## src/rtl/bs_mac_sequencer_if.sv

```systemverilog
// ---------------------------------------------------------------------------
// bs_mac_sequencer_if
//   Bundles the job handshake, job configuration, per-cycle control inputs
//   and the schedule outputs of the bit-serial MAC sequencer.
//
//   master : layer controller / PE-array side. It drives start, the config
//            fields, stall and abort, and observes the schedule.
//   slave  : the sequencer itself.
//
//   Signals
//     start        job request, honoured only while ready=1
//     a_prec_m1    activation precision minus 1
//     w_prec_m1    weight precision minus 1
//     nwords_m1    number of output words minus 1
//     signed_mode  operands are two's complement
//     stall        operand bits unavailable, freeze the schedule
//     abort        cancel the running job
//     ready/busy/done             job status
//     a_idx/w_idx/shift_amt       current bit pair and its weight
//     acc_en/acc_clr/neg          accumulator strobes
//     word_last/out_valid         word completion flags
// ---------------------------------------------------------------------------
interface bs_mac_sequencer_if #(
    parameter int PREC_W = 4,
    parameter int WCNT_W = 8
);
    logic              start;
    logic [PREC_W-1:0] a_prec_m1;
    logic [PREC_W-1:0] w_prec_m1;
    logic [WCNT_W-1:0] nwords_m1;
    logic              signed_mode;
    logic              stall;
    logic              abort;

    logic              ready;
    logic              busy;
    logic              done;
    logic [PREC_W-1:0] a_idx;
    logic [PREC_W-1:0] w_idx;
    logic [PREC_W:0]   shift_amt;
    logic              acc_en;
    logic              acc_clr;
    logic              neg;
    logic              word_last;
    logic              out_valid;

    modport master (
        output start, a_prec_m1, w_prec_m1, nwords_m1, signed_mode, stall, abort,
        input  ready, busy, done, a_idx, w_idx, shift_amt,
               acc_en, acc_clr, neg, word_last, out_valid
    );

    modport slave (
        input  start, a_prec_m1, w_prec_m1, nwords_m1, signed_mode, stall, abort,
        output ready, busy, done, a_idx, w_idx, shift_amt,
               acc_en, acc_clr, neg, word_last, out_valid
    );
endinterface

```

## src/rtl/bs_mac_sequencer.sv

```systemverilog
// ---------------------------------------------------------------------------
// bs_mac_sequencer
//   Precision-aware schedule generator for the bit-serial MAC datapath.
//   For each output word it walks every (activation bit, weight bit) pair,
//   activation index innermost, and drives the accumulator strobes for it:
//   acc_en (accumulate), acc_clr (first pair of a word), neg (pair carries a
//   negative weight under two's complement) and word_last. out_valid pulses
//   the cycle after a word's last pair; done pulses once at job end.
//
//   Ports
//     clk    rising-edge clock
//     rst_n  asynchronous active-low reset
//     bus    bs_mac_sequencer_if.slave (handshake, config, schedule outputs)
//
//   All outputs are decodes of registered state; only stall gates the
//   strobes combinationally.
// ---------------------------------------------------------------------------
module bs_mac_sequencer #(
    parameter int PREC_W = 4,
    parameter int WCNT_W = 8
) (
    input  logic                clk,
    input  logic                rst_n,
    bs_mac_sequencer_if.slave   bus
);

    typedef enum logic [1:0] {
        IDLE = 2'd0,
        RUN  = 2'd1,
        DONE = 2'd2
    } state_t;

    state_t            state_q, state_d;
    logic [PREC_W-1:0] a_idx_q, a_idx_d;
    logic [PREC_W-1:0] w_idx_q, w_idx_d;
    logic [WCNT_W-1:0] wcnt_q, wcnt_d;
    logic [PREC_W-1:0] a_prec_q, a_prec_d;
    logic [PREC_W-1:0] w_prec_q, w_prec_d;
    logic [WCNT_W-1:0] nwords_q, nwords_d;
    logic              signed_q, signed_d;
    logic              out_valid_q, out_valid_d;

    logic a_last;
    logic w_last;
    logic pair_step;

    assign a_last    = (a_idx_q == a_prec_q);
    assign w_last    = (w_idx_q == w_prec_q);
    assign pair_step = (state_q == RUN) && !bus.stall;

    // State and schedule registers
    always_ff @(posedge clk or negedge rst_n) begin
        if (!rst_n) begin
            state_q     <= IDLE;
            a_idx_q     <= '0;
            w_idx_q     <= '0;
            wcnt_q      <= '0;
            a_prec_q    <= '0;
            w_prec_q    <= '0;
            nwords_q    <= '0;
            signed_q    <= 1'b0;
            out_valid_q <= 1'b0;
        end else begin
            state_q     <= state_d;
            a_idx_q     <= a_idx_d;
            w_idx_q     <= w_idx_d;
            wcnt_q      <= wcnt_d;
            a_prec_q    <= a_prec_d;
            w_prec_q    <= w_prec_d;
            nwords_q    <= nwords_d;
            signed_q    <= signed_d;
            out_valid_q <= out_valid_d;
        end
    end

    // Next-state and counter sequencing
    always_comb begin
        state_d     = state_q;
        a_idx_d     = a_idx_q;
        w_idx_d     = w_idx_q;
        wcnt_d      = wcnt_q;
        a_prec_d    = a_prec_q;
        w_prec_d    = w_prec_q;
        nwords_d    = nwords_q;
        signed_d    = signed_q;
        out_valid_d = 1'b0;

        case (state_q)
            IDLE: begin
                if (bus.start) begin
                    a_prec_d = bus.a_prec_m1;
                    w_prec_d = bus.w_prec_m1;
                    nwords_d = bus.nwords_m1;
                    signed_d = bus.signed_mode;
                    a_idx_d  = '0;
                    w_idx_d  = '0;
                    wcnt_d   = '0;
                    state_d  = RUN;
                end
            end

            RUN: begin
                if (bus.abort) begin
                    // Cancel wins over a coincident word_last: no out_valid.
                    state_d = IDLE;
                    a_idx_d = '0;
                    w_idx_d = '0;
                    wcnt_d  = '0;
                end else if (!bus.stall) begin
                    out_valid_d = a_last && w_last;
                    if (a_last) begin
                        a_idx_d = '0;
                        if (w_last) begin
                            w_idx_d = '0;
                            if (wcnt_q == nwords_q) begin
                                wcnt_d  = '0;
                                state_d = DONE;
                            end else begin
                                wcnt_d = wcnt_q + WCNT_W'(1);
                            end
                        end else begin
                            w_idx_d = w_idx_q + PREC_W'(1);
                        end
                    end else begin
                        a_idx_d = a_idx_q + PREC_W'(1);
                    end
                end
            end

            DONE: begin
                state_d = IDLE;
                a_idx_d = '0;
                w_idx_d = '0;
                wcnt_d  = '0;
            end

            default: begin
                state_d = IDLE;
                a_idx_d = '0;
                w_idx_d = '0;
                wcnt_d  = '0;
            end
        endcase
    end

    // Output decode
    assign bus.ready     = (state_q == IDLE);
    assign bus.busy      = (state_q == RUN) || (state_q == DONE);
    assign bus.done      = (state_q == DONE);
    assign bus.a_idx     = a_idx_q;
    assign bus.w_idx     = w_idx_q;
    assign bus.shift_amt = {1'b0, a_idx_q} + {1'b0, w_idx_q};
    assign bus.acc_en    = pair_step;
    assign bus.acc_clr   = pair_step && (a_idx_q == '0) && (w_idx_q == '0);
    assign bus.word_last = pair_step && a_last && w_last;
    // Exactly one operand at its sign bit gives a negatively weighted
    // partial product; both at the sign bit gives a positive one.
    assign bus.neg       = pair_step && signed_q && (a_last ^ w_last);
    assign bus.out_valid = out_valid_q;

endmodule

```

## src/flat_wrapper.sv

```systemverilog
// flat-port wrapper written by rule: the top's interface ports become plain ports
module bs_mac_sequencer_flat 
#(
    parameter int PREC_W = 4,
    parameter int WCNT_W = 8
)
  (clk, rst_n, bus_start, bus_a_prec_m1, bus_w_prec_m1, bus_nwords_m1, bus_signed_mode, bus_stall, bus_abort, bus_ready, bus_busy, bus_done, bus_a_idx, bus_w_idx, bus_shift_amt, bus_acc_en, bus_acc_clr, bus_neg, bus_word_last, bus_out_valid);
  bs_mac_sequencer_if #(.PREC_W(PREC_W), .WCNT_W(WCNT_W)) bus_i ();
  input  logic clk;
  input  logic rst_n;
  input wire logic [$bits(bus_i.start)-1:0] bus_start;
  input wire logic [$bits(bus_i.a_prec_m1)-1:0] bus_a_prec_m1;
  input wire logic [$bits(bus_i.w_prec_m1)-1:0] bus_w_prec_m1;
  input wire logic [$bits(bus_i.nwords_m1)-1:0] bus_nwords_m1;
  input wire logic [$bits(bus_i.signed_mode)-1:0] bus_signed_mode;
  input wire logic [$bits(bus_i.stall)-1:0] bus_stall;
  input wire logic [$bits(bus_i.abort)-1:0] bus_abort;
  output wire logic [$bits(bus_i.ready)-1:0] bus_ready;
  output wire logic [$bits(bus_i.busy)-1:0] bus_busy;
  output wire logic [$bits(bus_i.done)-1:0] bus_done;
  output wire logic [$bits(bus_i.a_idx)-1:0] bus_a_idx;
  output wire logic [$bits(bus_i.w_idx)-1:0] bus_w_idx;
  output wire logic [$bits(bus_i.shift_amt)-1:0] bus_shift_amt;
  output wire logic [$bits(bus_i.acc_en)-1:0] bus_acc_en;
  output wire logic [$bits(bus_i.acc_clr)-1:0] bus_acc_clr;
  output wire logic [$bits(bus_i.neg)-1:0] bus_neg;
  output wire logic [$bits(bus_i.word_last)-1:0] bus_word_last;
  output wire logic [$bits(bus_i.out_valid)-1:0] bus_out_valid;
  assign bus_i.start = bus_start;
  assign bus_i.a_prec_m1 = bus_a_prec_m1;
  assign bus_i.w_prec_m1 = bus_w_prec_m1;
  assign bus_i.nwords_m1 = bus_nwords_m1;
  assign bus_i.signed_mode = bus_signed_mode;
  assign bus_i.stall = bus_stall;
  assign bus_i.abort = bus_abort;
  assign bus_ready = bus_i.ready;
  assign bus_busy = bus_i.busy;
  assign bus_done = bus_i.done;
  assign bus_a_idx = bus_i.a_idx;
  assign bus_w_idx = bus_i.w_idx;
  assign bus_shift_amt = bus_i.shift_amt;
  assign bus_acc_en = bus_i.acc_en;
  assign bus_acc_clr = bus_i.acc_clr;
  assign bus_neg = bus_i.neg;
  assign bus_word_last = bus_i.word_last;
  assign bus_out_valid = bus_i.out_valid;
  bs_mac_sequencer #(.PREC_W(PREC_W), .WCNT_W(WCNT_W)) u_core (.clk(clk), .rst_n(rst_n), .bus(bus_i));
endmodule
```

## config.mk

```make
export PLATFORM = sky130hd
export DESIGN_NAME = bs_mac_sequencer_flat
export DESIGN_NICKNAME = d
export VERILOG_FILES = /design/src/rtl/bs_mac_sequencer_if.sv /design/src/rtl/bs_mac_sequencer.sv /design/src/flat_wrapper.sv
export SDC_FILE = /design/constraint.sdc
export NUM_CORES = 1
export LEC_CHECK = 0
export CAP_MARGIN = 20
export CORE_MARGIN = 3
export CORE_UTILIZATION = 55
export DETAILED_ROUTE_END_ITERATION = 6
export GPL_ROUTABILITY_DRIVEN = 0
export GPL_TIMING_DRIVEN = 0
export PLACE_DENSITY = 0.86
export SETUP_SLACK_MARGIN = 0.02
export SLEW_MARGIN = 20
export SYNTH_ARGS = -nofsm -noshare
export SYNTH_HDL_FRONTEND = slang
export SYNTH_SLANG_ARGS = --single-unit
```

## constraint.sdc

```tcl
create_clock -name clk -period 3.05 [get_ports clk]
set_clock_uncertainty 0.2 [all_clocks]
set_input_delay 0.915 -clock clk [delete_from_list [all_inputs] [get_ports clk]]
set_output_delay 0.915 -clock clk [all_outputs]
set_load 0.03 [all_outputs]
```

## Word-level counts from Yosys, hierarchy flattened

Cells that the tools add are included.
Widths: inputs -> output; s select.

| storage, ports and cells | value |
|---|---|
| register bits after elaboration | 36 |
| input port bits | 22 |
| output and inout bits | 21 |
| word-level logic and storage cells | 69 |

| operators by class | value |
|---|---|
| add/subtract/negate cells | 4 |
| eq/ne operators | 10 |
| multiplexer cells | 27 |
| bitwise logic cells | 1 |
| reductions and logical operators | 18 |

Operators with widths:

| operator | number |
|---|---|
| $mux 8 | 6 |
| $mux 4 | 8 |
| $pmux 4 s2 | 2 |
| $pmux 8 s2 | 1 |
| $mux 2 | 6 |
| $add 4x1->4 const B | 2 |
| $add 8x1->8 const B | 1 |
| $eq 4x4->1 | 2 |
| $eq 8x8->1 | 1 |
| $logic_and 1x1->1 | 8 |
| $logic_not 4->1 | 2 |
| $ne 3x2->1 const B | 2 |
| $ne 3x3->1 const B | 2 |
| $add 4x4->5 | 1 |
| $reduce_and 5->1 | 1 |
| $pmux 2 s2 | 1 |
| $reduce_and 2->1 | 2 |
| $reduce_and 4->1 | 1 |
| $mux 1 | 3 |
| $reduce_and 3->1 | 1 |
| $eq 2x1->1 const B | 1 |
| $eq 2x2->1 const B | 1 |
| $logic_not 2->1 | 1 |
| $ne 2x2->1 const B | 1 |
| other kinds (3) | 3 |

## Depth between registers and ports, before layout

Gate-level depths: netlist of run 1.

| depth | value |
|---|---|
| depth after elaboration | 7 |
| depth in mapped cells | 7 |
| mapped depth without buffers | 7 |

## Worst setup path before layout of run 1

Ideal clock, no wire load.

| timing path | value |
|---|---|
| path type | input port to output port |
| start | input bus_stall |
| end | output bus_acc_clr |
| arrival | 1.885 ns |
| required time | 1.935 ns |
| setup slack | 0.050 ns |
| cell stages on the path | 2 |
| buffers on the path | 0 |
| path through | nor2b_1 -> and4_1 |

| between the ends | value |
|---|---|
| longest elaborated chain between the ends | 4 |

Ends and longest elaborated chain:

| element | line | RTL |
|---|---|---|
| start, declared | flat_wrapper.sv:16 | `input wire logic [$bits(bus_i.stall)-1:0] bus_stall;` |
| $logic_not 1->1 | bs_mac_sequencer.sv:49 | `assign pair_step = (state_q == RUN) && !bus.stall;` |
| $logic_and 1x1->1 | bs_mac_sequencer.sv:49 |  |
| $logic_and 1x1->1 (2 in a row) | bs_mac_sequencer.sv:154 | `assign bus.acc_clr = pair_step && (a_idx_q == '0) && (w_idx_q == '0);` |
| end, declared | flat_wrapper.sv:25 | `output wire logic [$bits(bus_i.acc_clr)-1:0] bus_acc_clr;` |

No other way between the ends.

## Worst setup path in the final report of run 1

| timing path | value |
|---|---|
| start | register u_core.w_idx_q[1] (netlist: u_core.bus.w_idx[1]) |
| end | output bus_neg |

| between the ends | value |
|---|---|
| longest elaborated chain between the ends | 3 |

Ends and longest elaborated chain:

| element | line | RTL |
|---|---|---|
| start, declared | bs_mac_sequencer.sv:35 | `logic [PREC_W-1:0] w_idx_q, w_idx_d;` |
| start signal, assigned | bs_mac_sequencer.sv:66 | `w_idx_q <= w_idx_d;` |
| $eq 4x4->1 | bs_mac_sequencer.sv:48 | `assign w_last = (w_idx_q == w_prec_q);` |
| $xor 1x1->1 | bs_mac_sequencer.sv:158 | `assign bus.neg = pair_step && signed_q && (a_last ^ w_last);` |
| $logic_and 1x1->1 | bs_mac_sequencer.sv:158 |  |
| end, declared | flat_wrapper.sv:26 | `output wire logic [$bits(bus_i.neg)-1:0] bus_neg;` |

No other way between the ends.

==> results.md, run 1 <==
Run status:
- The flow ran to the end, but the final reports show violations.
- The final reports fail on setup timing.

Placed design:
- The placement-stage cell area is 0.00258 sq mm.
- Port buffering added 42 buffers.
- Summed over all nets, the half-perimeter wirelength after detailed placement is 3380 um.

Floorplan:
- The initial utilization of the core area, before any placement, comes to 59.6%.
- The die extent in y is 67.5 um.
- The die is 67.5 um wide.
- The die covers 0.00456 sq mm.
- The area of the placeable core is 0.00349 sq mm.
- 43 I/O pins were placed.
- The standard-cell row count is 21.

Synthesis:
- Of the synthesized area, sequential elements account for 43.3%.
- The warning count from the yosys run is 0.
- The number of instances in the synthesized netlist is 189.
- The register bit total from synthesis is 36.
- The number of enable-type register cells in the synthesized netlist is 0.
- The net count after synthesis is 225.
- The mapped netlist covers 0.00208 sq mm.
- Each instance of the synthesized netlist takes up on average 11.0 sq um.
- After synthesis, the netlist uses 41 different library cells.
- The share of async-settable or async-resettable flops after synthesis is 100%.
- The most used flip-flop cell after synthesis is dfrtp_1.

Setup path:
- The startpoint identified for the worst register-to-register timing path is u_core.bus.w_idx[1].
- Of all nets on the critical path, the largest fanout is 4.
- The count of cells along the worst register-to-register path is 9.
- The capture instance of the worst register-to-register path is u_core.wcnt_q[7].
- The worst register-to-register path has a setup slack of 800 ps.
- The critical path starts at u_core.bus.w_idx[1].
- The data required time at the worst endpoint is 1930 ps.
- The worst path arrival time is 1940 ps.
- The type of destination of the critical path is an output pin.
- By startpoint and endpoint, the worst setup path is classified as reg -> out.
- The critical path ends at bus_neg.
- STA classifies the critical path startpoint as a flip-flop.

STA:
- At the pin with the least slew margin, the transition time is 557 ps.
- The final critical delay including setup and external delays is 3050 ps.
- The setup TNS is -0.614 ps.
- The final critical-path setup slack is -0.614 ps.
- The share of the clock period used by the worst path is 100%.
- Based on the critical path, the design can be clocked at up to 0.328 GHz.
- The hold violation count in the final report came to 0.
- The count of pins over their slew limit is 0.
- The count of final setup violators is 1.
- The worst relative slew slack is 62.9%.

Global route:
- The first-pass GRT wire length is 8020 um.
- The initial antenna violation count came to 0.
- The number of global-route vias before repair is 1643.
- The largest net degree at the start of global routing is 23.
- The overall track demand over capacity in global routing is 24.6%.
- The sum of overflow across all layers after global routing is 0.

Power:
- In this run, the combinational gates consume 48.3% of the power.
- The total leakage power is 0.00125 uW.
- The net switching power is 886 uW.
- The internal power of the cells totals 1400 uW.
- Of the total power, the clock network draws 18.8%.
- In this run switching power makes up 38.8% of total power.
- The maximum resistive drop on vdd is 0.000722 V.
- The total power divided by cell area is 820 mW/mm^2.
- After layout, the design draws a total of 2290 uW.
- The sequential share of power is 32.9%.

Final layout:
- The end-of-flow core utilization is 79.8%.
- The repair_antennas step left the layout with diodes totalling 0.
- The final standard cell area without fillers is 0.00279 sq mm.
- At the end of the flow, the number of nets in the layout was 285.
- Relative to the synthesized area, the layout overhead comes to 33.9%.
- In the layout the commonest cells are 32 x clkdlybuf4s50_1, 30 x dfrtp_1, 18 x mux2_2, 14 x xnor2_1, 13 x ha_1.
- The share of layout cells above drive strength 1 is 27.2%.
- Leaving out fill and tap cells, the most frequent cell in the layout is clkdlybuf4s50_1.

Route:
- The final routed wire length divided by cell count is 17.1 um.
- The count of routing violations after the opening detailed-route iteration is 117.
- The post-detailed-route via-to-cell ratio is 5.96.
- The via count is 1763.
- The final antenna-violating net count is 0.
- The remaining routing DRC violations is 0.
- The detailed-route wire length is 5060 um.
- Before antenna repair, the detailed router went through 5 iterations.

Clocking:
- The sink count of the clock tree is 36.
- The post-CTS clock slew at the launch and capture registers of the worst setup and hold paths is 80 ps.
- Counting the buffers created by CTS gives 5.
- The TritonCTS clock tree is done.
- The clock insertion delay at the later pin of the skew report is 300 ps.
- The tree is rooted in a clkbuf_8.
- The maximum level of the CTS H-tree is 2.
- Counting along the longest clock path gives a buffer depth of 2.

Worst hold path:
- In this run the worst hold path is classified as reg -> reg.

Job:
- Max-cap violations in this run came to 0.
Yosys cell counts, types with 3 or more instances:
| master | instances | area share, % |
|---|---|---|
| a21o_1 | 3 | 1.1 |
| a221o_1 | 3 | 1.4 |
| a22o_1 | 3 | 1.3 |
| and3_1 | 5 | 1.5 |
| dfrtp_1 | 36 | 43 |
| ha_1 | 13 | 7.8 |
| inv_1 | 10 | 1.8 |
| mux2_2 | 18 | 9.7 |
| nand2_1 | 7 | 1.3 |
| nand2b_1 | 6 | 1.8 |
| nand3_1 | 11 | 2.6 |
| nand4_1 | 5 | 1.5 |
| nor2_1 | 5 | 0.90 |
| nor4_1 | 5 | 1.5 |
| o21ai_0 | 11 | 2.6 |
| xnor2_1 | 16 | 6.7 |
worst min path at each step:
| stage | startpoint | to | cells past startpoint |
|---|---|---|---|
| floorplan | u_core.signed_q | u_core.signed_q | 1 |
| global placement | u_core.nwords_q[2] | u_core.nwords_q[2] | 1 |
| detailed placement | u_core.a_prec_q[2] | u_core.a_prec_q[2] | 1 |
| CTS | u_core.nwords_q[3] | u_core.nwords_q[3] | 1 |
| global route | rst_n | u_core.wcnt_q[1] | 1 |
| finish | u_core.nwords_q[3] | u_core.nwords_q[3] | 1 |
registers in the layout (all words and copies together), names as in the netlist:
name	count
u_core.bus.w_idx	4
u_core.w_prec_q	4
u_core.state_q	2
u_core.wcnt_q	8
u_core.bus.out_valid	1
u_core.bus.a_idx	4
u_core.a_prec_q	4
u_core.signed_q	1
u_core.nwords_q	8
stage by stage:
stage	worst slack (ps)	hold slack, ps	cells
2_1_floorplan	50.4	271	189
3_3_place_gp	-648	310	277
3_5_place_dp	-633	317	278
4_1_cts	20.0	332	294
5_1_grt	-5.61	352	296
6_report	-0.614	326	296
area by class of cell:
class / instances / area [sq um]
Timing Repair Buffer: 53 / 493
Clock inverter: 3 / 42.5
Buffer: 3 / 22.5
Inverter: 12 / 47.5
Multi-Input combinational cell: 138 / 1150
Tap cell: 46 / 57.6
Fill cell: 227 / 707
Clock buffer: 5 / 68.8
Sequential cell: 36 / 908
kinds of logic after synthesis:
kind of cell | count (synthesis) | synth area share, %
muxes | 19 | 10.2
buffers and inverters | 15 | 3.37
and+or+nand+nor | 55 | 15.1
xor gates and xnor gates | 20 | 9.13
DFF | 36 | 43.3
AOI/OAI and AO/OA | 30 | 10.1
adders and majority gates | 14 | 8.77
power by group through the flow:
stage | clock network (uW) | registers (uW) | logic, uW
3_3_place_gp | 0 | 759 | 933
3_5_place_dp | 0 | 766 | 956
2_1_floorplan | 0 | 766 | 651
4_1_cts | 430 | 744 | 1050
6_report | 430 | 752 | 1100
5_1_grt | 454 | 767 | 1190
per-layer routing:
layer,vias to the layer above,wire length (um),global-route usage (%),share of wire [%]
li1,795,-,-,-
met1,873,2220,32.8,44
met2,79,2380,38.2,47
met3,16,317,5.49,6.3
met4,0,134,10.9,2.6
met5,-,0,0,0
what timing repair did:
item | in CTS | in global routing
resized for setup | 38 | 12
cloned | 0 | 0
pin swaps | 1 | 3
setup endpoints to repair | 8 | 6
hold buffers | 0 | 0
setup buffers | 8 | 2
critical path, cell delays in order (launching register included):
cell and delay [ps]:
dfrtp_2 440, buf_4 160, xnor2_1 170, nand4_1 220
inv_4 110, ha_1 230, and3_4 180, buf_6 130
Note: power is estimated with default switching activity, not from simulation.
==> run 2, diff against run 1 <==
--- a/config.mk
+++ b/config.mk
@@ -5,13 +5,15 @@
 export SDC_FILE = /design/constraint.sdc
 export NUM_CORES = 1
 export LEC_CHECK = 0
+export ABC_AREA = 0
 export CAP_MARGIN = 20
 export CORE_MARGIN = 3
-export CORE_UTILIZATION = 55
+export CORE_UTILIZATION = 45
+export CTS_CLUSTER_DIAMETER = 40
 export DETAILED_ROUTE_END_ITERATION = 6
 export GPL_ROUTABILITY_DRIVEN = 0
 export GPL_TIMING_DRIVEN = 0
-export PLACE_DENSITY = 0.86
+export PLACE_DENSITY = 0.73
 export SETUP_SLACK_MARGIN = 0.02
 export SLEW_MARGIN = 20
 export SYNTH_ARGS = -nofsm -noshare
==> results.md, run 2 (synthesized netlist as in run 1, its figures left out) <==
Route:
- The count of nets left with antenna violations once routing finished came out at 0.
- In this run, the number of DRC markers left after iteration 0 of detailed routing was 104.
- The detailed router placed 1616 vias in this run.
- After detailed routing, the average wire length per cell comes to 14.6 um.
- For this run, design rule violations remaining after detail routing come to 0.
- The first TritonRoute pass finished after 4 iterations.
- After detailed routing, the total wire length is 4380 um.
- After detailed routing, the number of vias per cell comes to 5.39.

STA:
- For the pin with the worst max-slew slack, the measured transition is 516 ps.
- The worst relative slew slack is 65.6%.
- The final critical delay including setup and external delays is 2960 ps.
- Setup violations remaining at the end of the flow were counted as 0.
- The final critical-path setup slack is 94.8 ps.
- The hold violation count in the final report is 0.
- The maximum clock frequency is 0.338 GHz.
- The worst path uses 96.9% of the clock period.
- Setup repair after global routing left no endpoint under its margin.
- The count of pins over their slew limit is 0.

Final layout:
- The number of nets at the end of the flow is 284.
- Cells fill 62.2% of the core in the end.
- The number of antenna diodes in the final layout is 0.
- The largest registers in the layout are u_core.nwords_q: 8 flops, u_core.wcnt_q: 8 flops.
- After routing the design area is 0.00275 sq mm.
- The area growth from synthesis to layout is 32.0%.
- The share of layout cells above drive strength 1 is 24.6%.
- The filler cells instantiated in the layout total 367.
- The top cell types in the final layout, fill and taps aside, are 32 x clkdlybuf4s50_1, 32 x dfrtp_1, 18 x mux2_2, 15 x xnor2_1, 13 x ha_1.

Clocking:
- The clock passes through at most 2 buffers.
- The sink count of the clock tree is 36.
- Clock tree synthesis inserted a total of 5 buffers.
- The root buffer selected by CTS is clkbuf_8.
- For the worst-skew pair, the clock arrives at the later sink with an insertion delay of 280 ps.
- The hold-fix buffer count after cts is 0.
- TritonCTS built the clock tree.
- CTS built an H-tree with a depth of 2.
- Clock-pin slew was measured on the worst setup and hold paths at 70 ps.

Power:
- The sequential share of power is 35.0%.
- The switching part of the total is 37.4%.
- The internal cell power is 1350 uW.
- VDD sags by at most 0.000401 V.
- The net switching power is 803 uW.
- The total power after layout is 2150 uW.
- In this run the static leakage power is 0.00124 uW.
- The clock power share is 16.7%.
- The total power divided by cell area is 782 mW/mm^2.
- Combinational logic is responsible for 48.3% of the overall power.

Setup path:
- The type of destination of the critical path is an output pin.
- For the worst setup path, the data required time is 1930 ps.
- The nature of the critical path startpoint is a flip-flop.
- The maximum fanout encountered on the critical timing path is 5.
- The type of the worst setup path is reg -> out.
- STA puts the critical path data arrival time at 1840 ps.

Global route:
- The initial antenna violation count came to 0.
- The total overflow left after global routing is 0.
- In the global route stage, overall resource usage came out at 17.1%.
- The number of global-route vias before repair is 1522.
- The first global-routing pass estimated 7220 um of wire.
- The largest net degree at the start of global routing is 29.

Placed design:
- The placement-stage cell area is 0.00258 sq mm.
- The final HPWL from detailed placement is 3380 um.
- The placement-stage worst setup slack is -648 ps.
- The number of buffers inserted by port buffering is 42.

Floorplan:
- The initial core utilization is 47.2%.
- The floorplan step set the die height to 74.0 um.
- The area of the placeable core is 0.00441 sq mm.
- The standard-cell row count is 24.
- 43 I/O pins were placed.
- Measured along the x axis, the die boundary spans 74.0 um.
- The floorplan step defined a die boundary enclosing 0.00548 sq mm.

Worst hold path:
- The min-delay analysis places its worst path in the category in -> async.

Job:
- The count of maximum capacitance violations is 0.

Run status:
- The flow ran to the end, and the final reports show no timing, DRC or antenna violations.
run 2: critical path, stage by stage, from the launching register on:
cell and delay [ps]:
dfrtp_2 430, buf_12 130, xnor2_2 150, nand4_1 160, inv_2 130, ha_1 220
and3_1 160, buf_4 160
run 2: cell type report:
class / instances / area [sq um] / share of cell area (%)
plain buffers: 3 / 22.5 / 0.820
clock buffers: 7 / 96.3 / 3.51
inverters: 12 / 47.5 / 1.73
multi-input cells: 138 / 1120 / 40.8
flip-flops and latches: 36 / 906 / 33.0
well taps: 52 / 65.1 / 2.37
repair buffers: 52 / 489 / 17.8
run 2: path summary, 6_finish.rpt:
check	slack [ps]	endpoint	start	depth (start not counted)
worst max-delay path	90	bus_neg	u_core.bus.a_idx[0]	7
worst min-delay path	290	u_core.bus.w_idx[3]	rst_n	1
worst max register to register	830	u_core.state_q[1]	u_core.state_q[1]	7
worst min register to register	330	u_core.nwords_q[0]	u_core.nwords_q[0]	1
max in group asynchronous	1930	u_core.bus.a_idx[0]	rst_n	2
min in group clk	330	u_core.nwords_q[0]	u_core.nwords_q[0]	1
run 2: timing repair:
action / in CTS / in global routing
buffers inserted: 4 / 5
setup endpoints to repair: 8 / 4
hold endpoints to repair: 0 / 0
resized for setup: 33 / 9
pin swaps: 0 / 2
run 2: stage by stage:
stage / std cells / setup TNS [ps] / hold WS [ps]
floorplan: 189 / 0 / 271
global placement: 283 / -2550 / 310
detailed placement: 284 / -2730 / 317
finish: 300 / 0 / 288
global route: 300 / 0 / 296
CTS: 295 / 0 / 282
run 2: power groups by stage:
stage	clock (uW)	combinational [uW]	sequential, uW
floorplan	0	651	766
global placement	0	930	767
detailed placement	0	947	772
CTS	369	1000	751
global route	389	1130	773
finish	359	1040	752
run 2: layer usage:
layer / GRT usage, % / wire [um] / up-vias
li1: - / - / 798
met1: 25.4 / 2090 / 767
met2: 25.1 / 2020 / 44
met3: 2.70 / 207 / 7
met4: 6.84 / 56 / 0
met5: 0 / 0 / -
